--- config.mk ---
export PLATFORM = sky130hd
export DESIGN_NAME = shifter_pipe
export DESIGN_NICKNAME = d
export VERILOG_FILES = /design/src/rtl/shifter_pipe.sv
export SDC_FILE = /design/constraint.sdc
export NUM_CORES = 1
export LEC_CHECK = 0
export ABC_AREA = 1
export CORE_MARGIN = 2
export CORE_UTILIZATION = 30
export CTS_CLUSTER_SIZE = 30
export DETAILED_ROUTE_END_ITERATION = 10
export PLACE_DENSITY = 0.54
export SLEW_MARGIN = 10
export SYNTH_ARGS = -nofsm -noshare
export SYNTH_HDL_FRONTEND = slang
export SYNTH_SLANG_ARGS = --single-unit
--- constraint.sdc ---
create_clock -name clk -period 1.65 [get_ports clk]
set_input_delay 0.33 -clock clk [delete_from_list [all_inputs] [get_ports clk]]
set_output_delay 0.33 -clock clk [all_outputs]
set_load 0.01 [all_outputs]
--- src/rtl/shifter_pipe.sv ---
// Pipelined multi-mode barrel shifter: one register stage per power-of-two
// step, with a combinational valid/ready chain for full backpressure.
module shifter_pipe #(
  parameter int N     = 3,
  parameter int TAG_W = 4
) (
  input  logic               clk,
  input  logic               rst_n,
  input  logic               in_valid,
  output logic               in_ready,
  input  logic [2**N-1:0]    a,
  input  logic [N-1:0]       amt,
  input  logic [2:0]         mode,
  input  logic [TAG_W-1:0]   in_tag,
  output logic               out_valid,
  input  logic               out_ready,
  output logic [2**N-1:0]    y,
  output logic [TAG_W-1:0]   out_tag
);

  localparam int W = 2**N;

  localparam logic [2:0] M_ROR = 3'b000;
  localparam logic [2:0] M_ROL = 3'b001;
  localparam logic [2:0] M_SLL = 3'b010;
  localparam logic [2:0] M_SRL = 3'b011;
  localparam logic [2:0] M_SRA = 3'b100;

  typedef struct packed {
    logic [W-1:0]     data;
    logic [N-1:0]     amt;
    logic [2:0]       mode;
    logic [TAG_W-1:0] tag;
    logic             sgn;
  } stg_t;

  function automatic logic [W-1:0] f_step(
    input logic [W-1:0] d,
    input logic [2:0]   m,
    input logic         sgn,
    input int           s
  );
    logic [W-1:0] r;
    r = d;
    case (m)
      M_ROR:   r = (d >> s) | (d << (W - s));
      M_ROL:   r = (d << s) | (d >> (W - s));
      M_SLL:   r = d << s;
      M_SRL:   r = d >> s;
      M_SRA:   r = (d >> s) | ({W{sgn}} << (W - s));
      default: r = d;
    endcase
    return r;
  endfunction

  stg_t         r_stg [N];
  logic [N-1:0] r_vld;

  stg_t         w_src [N];
  logic [W-1:0] w_dnxt [N];
  logic [N-1:0] w_vin;
  logic [N:0]   w_rdy;

  assign w_rdy[N]  = out_ready;
  assign in_ready  = w_rdy[0];

  for (genvar k = 0; k < N; k++) begin : g_stg
    localparam int S = 1 << k;
    if (k == 0) begin : g_first
      // sign bit is frozen here so later SRA stages fill from the operand MSB
      assign w_src[k] = '{data: a, amt: amt, mode: mode,
                          tag: in_tag, sgn: a[W-1]};
      assign w_vin[k] = in_valid;
    end else begin : g_rest
      assign w_src[k] = r_stg[k-1];
      assign w_vin[k] = r_vld[k-1];
    end
    assign w_rdy[k]  = ~r_vld[k] | w_rdy[k+1];
    assign w_dnxt[k] = w_src[k].amt[k]
                     ? f_step(w_src[k].data, w_src[k].mode,
                              w_src[k].sgn, S)
                     : w_src[k].data;
  end

  always_ff @(posedge clk or negedge rst_n) begin
    if (!rst_n) begin
      r_vld <= '0;
      for (int k = 0; k < N; k++) r_stg[k] <= '0;
    end else begin
      for (int k = 0; k < N; k++) begin
        if (w_rdy[k]) begin
          r_vld[k]      <= w_vin[k];
          r_stg[k]      <= w_src[k];
          r_stg[k].data <= w_dnxt[k];
        end
      end
    end
  end

  assign out_valid = r_vld[N-1];
  assign y         = r_stg[N-1].data;
  assign out_tag   = r_stg[N-1].tag;

endmodule

==> results of run 1 <==
## metrics by stage
stage	setup slack, ns	instance area [um^2]	setup TNS (ns)	total power, mW	hold WS, ns
finish	0.06799	3292	0	3.627	0.4648
global route	0.003988	3292	0	3.910	0.5074
CTS	0.04741	3292	0	3.678	0.4635
detailed placement	-0.2897	3149	-0.5354	2.637	0.2722
global placement	-0.2899	3149	-0.4351	2.622	0.2705
floorplan	0.3359	2656	0	2.309	0.03441
## registers in the layout, indices dropped and copies added (netlist names)
signal,cells
out_tag,4
r_stg,35
r_vld,3
y,8
## cell type report
type | count | area share
timing repair buffer | 51 | 0.1520
clock inverter | 3 | 0.02090
tap | 108 | 0.04105
inverter | 47 | 0.05359
sequential | 50 | 0.3801
multi-input combinational | 249 | 0.3314
clock buffer | 5 | 0.02090
## final timing paths
check,end,slack (ns),start
setup / recovery,out_valid,0.07,r_vld[2]
hold / removal,r_vld[0],0.46,rst_n
setup reg to reg,r_stg[32],0.35,r_stg[44]
hold reg to reg,r_stg[48],0.48,r_stg[48]
max in group asynchronous,r_stg[21],0.67,rst_n
min in group clk,r_stg[48],0.48,r_stg[48]
## layout by cell type, fill, tap and decap left out, types with 4 or more instances in the layout
cell	n
dfrtp_1	50
clkdlybuf4s50_1	33
nor2_1	15
o21ai_0	18
o21ai_1	6
nand2_1	155
o211ai_1	4
clkbuf_8	5
buf_4	12
nand3_1	24
a21oi_1	16
inv_1	45
## power by group through the flow
stage                     combinational (mW)  clock [mW]  sequential, mW
after global routing                    1.14        1.11            1.66
after global placement                 0.987           0            1.63
final                                  0.988        1.02            1.62
after CTS                               1.00        1.06            1.62
after floorplan                        0.710           0            1.60
after detailed placement               0.994           0            1.64
## kinds of logic after synthesis
logic type	Yosys count	share of synthesized area
buffers and inverters	66	0.1182
AOI/OAI and AO/OA	44	0.08667
and+or+nand+nor	205	0.3241
DFF	50	0.4710
## metal layers
metal	share of wire	routed length, um	global-route usage
met4	0.018	95	0.05021
met2	0.45	2405	0.2023
met3	0.038	202	0.02004
met5	0	0	0
met1	0.50	2656	0.1600
## timing repair
item / in CTS / in global routing
endpoints found under the setup margin: 1 / 0
endpoints found under the hold margin: 14 / 0
hold buffers: 1 / 0
resized for setup: 4 / 0
setup buffers: 0 / 0
==> summary.txt, run 1 <==
Floorplan
  – Starting Density: 0.3076
  – Die area: roughly 9600 um^2
  – Die X: 98.10 um
  – Row count: 34
  – Die height: approximately 98 um
  – IO Count: 36
  – Core Area: about 8600 um^2

Final layout
  – Diode count: 0
  – Filler Cells Inserted: between 800 and 900
  – Final core utilization: 0.3812
  – Multi-input logic area: 1091 um^2
  – Sequential Area: ~1300 um^2
  – Area grow syn2layout: 23.93%
  – Non-filler cells, final: just over 500
  – Layout cells sized above 1: 0.08642
  – Final nets: ~430

Worst setup path
  – CP endpoint kind: output port
  – Worst path slowest cell: clkdlybuf4s50_1
  – Worst path required time: approximately 1.3 ns
  – Critical-path cell list: clkdlybuf4s50_1
  – Crit path buf inv count: 1
  – Crit-path max cell delay: roughly 0.55 ns
  – R2r worst-path depth: 7
  – Family with the most delay on the worst path: buffers and inverters
  – Type of origin of the critical path: flip-flop
  – CP Depth: 1
  – Crit path DAT: roughly 1.3 ns
  – WS Path Type: reg -> out
  – Worst-path fanout max: 3

Pwr
  – Pwr/cell area: approximately 1100 nW/um^2
  – Clock share of power: 0.282
  – P_int: 2.524 mW
  – Psw: between 1 and 1.5 mW
  – P_leak: about 1.7 nW
  – Sw Ratio: 0.3041
  – Worst IR Drop VDD: ~330 uV
  – Register share of total power: 0.446
  – Gate power share: 0.272

Timing
  – Period utilization: 0.9588
  – Final setup vio count: 0
  – Unrepaired setup endpoints after global routing: false
  – Worst-case clock skew: about 0.0037 ns
  – Slew headroom: 0.7064
  – Min cycle time layout: between 1.5 and 2 ns
  – Final Hold Fails: 0
  – Max-slew violation count: 0
  – Worst-Margin Slew: approximately 0.44 ns
  – Fmax: approximately 630 MHz

Logic synthesis
  – Sequential area share after synthesis: 0.4710
  – Most common cell in the synthesized netlist: nand2_1
  – Synthesized flop and latch total: 50
  – Top post-synthesis cells by area: dfrtp_1, nand2_1, inv_1
  – Synth warn: 0
  – Synth top cells by count: nand2_1, dfrtp_1, inv_1, nand3_1, o21ai_0
  – Synth top area share: 0.4710
  – Mean Syn Cell Area: roughly 7.3 um^2
  – Dominant synthesized flop cell: dfrtp_1
  – Largest area contributor in the netlist: dfrtp_1
  – Library cells used by synthesis: 20
  – Synth Instances: 365
  – Mapped Nets: between 300 and 400
  – Asr flop ratio synth: 1.000
  – Post-synth EDFFs: 0
  – Synthesized area: about 2700 um^2

Clock tree
  – Root Buffer Master: clkbuf_8
  – Clock latency on the worst-skew pair: 0.30 ns
  – Reg clk slew, reported paths: roughly 0.09 ns
  – Longest Clk Path Bufs: 2
  – CTS tree: yes
  – Htree depth: 2
  – TritonCTS Sinks: 50
  – CTS Buf Count: 5

Placed design
  – GP Congestion: 0.8545
  – Dpl cells: between 500 and 600
  – PortBufs: 35
  – Detailed placement HPWL: between 4 and 5 mm

Detailed routing
  – Per-cell routed wire length: about 10 um
  – Drt total wl: roughly 5.4 mm
  – Total number of vias: about 2,300
  – Post-route DRC violation count: 0
  – Vias per cell: 4.386
  – Final ANT Viol Nets: 0
  – Iter 0 DRT Violations: 95
  – 1st-pass router iterations: 4

Global routing
  – Largest net degree at the start of global routing: 23
  – Gr ovfl total: 0
  – First-pass GRT wire length: about 10 mm
  – GRT Total Usage: 0.1225
  – Initial antenna violation count: 0
  – Vias in the first global route: 2,220

Min path
  – HP Class: in -> async

Job
  – Max-cap violations: 0

Run status
  – Status: completed
No activity file was read; power rests on OpenSTA's default activity.
==> inputs of run 2 (changes only) <==
Settings changed: CTS_CLUSTER_SIZE 30 to 10.
==> results of run 2 <==
Same layout as run 1: the final DEF is identical, and so are final timing and power.
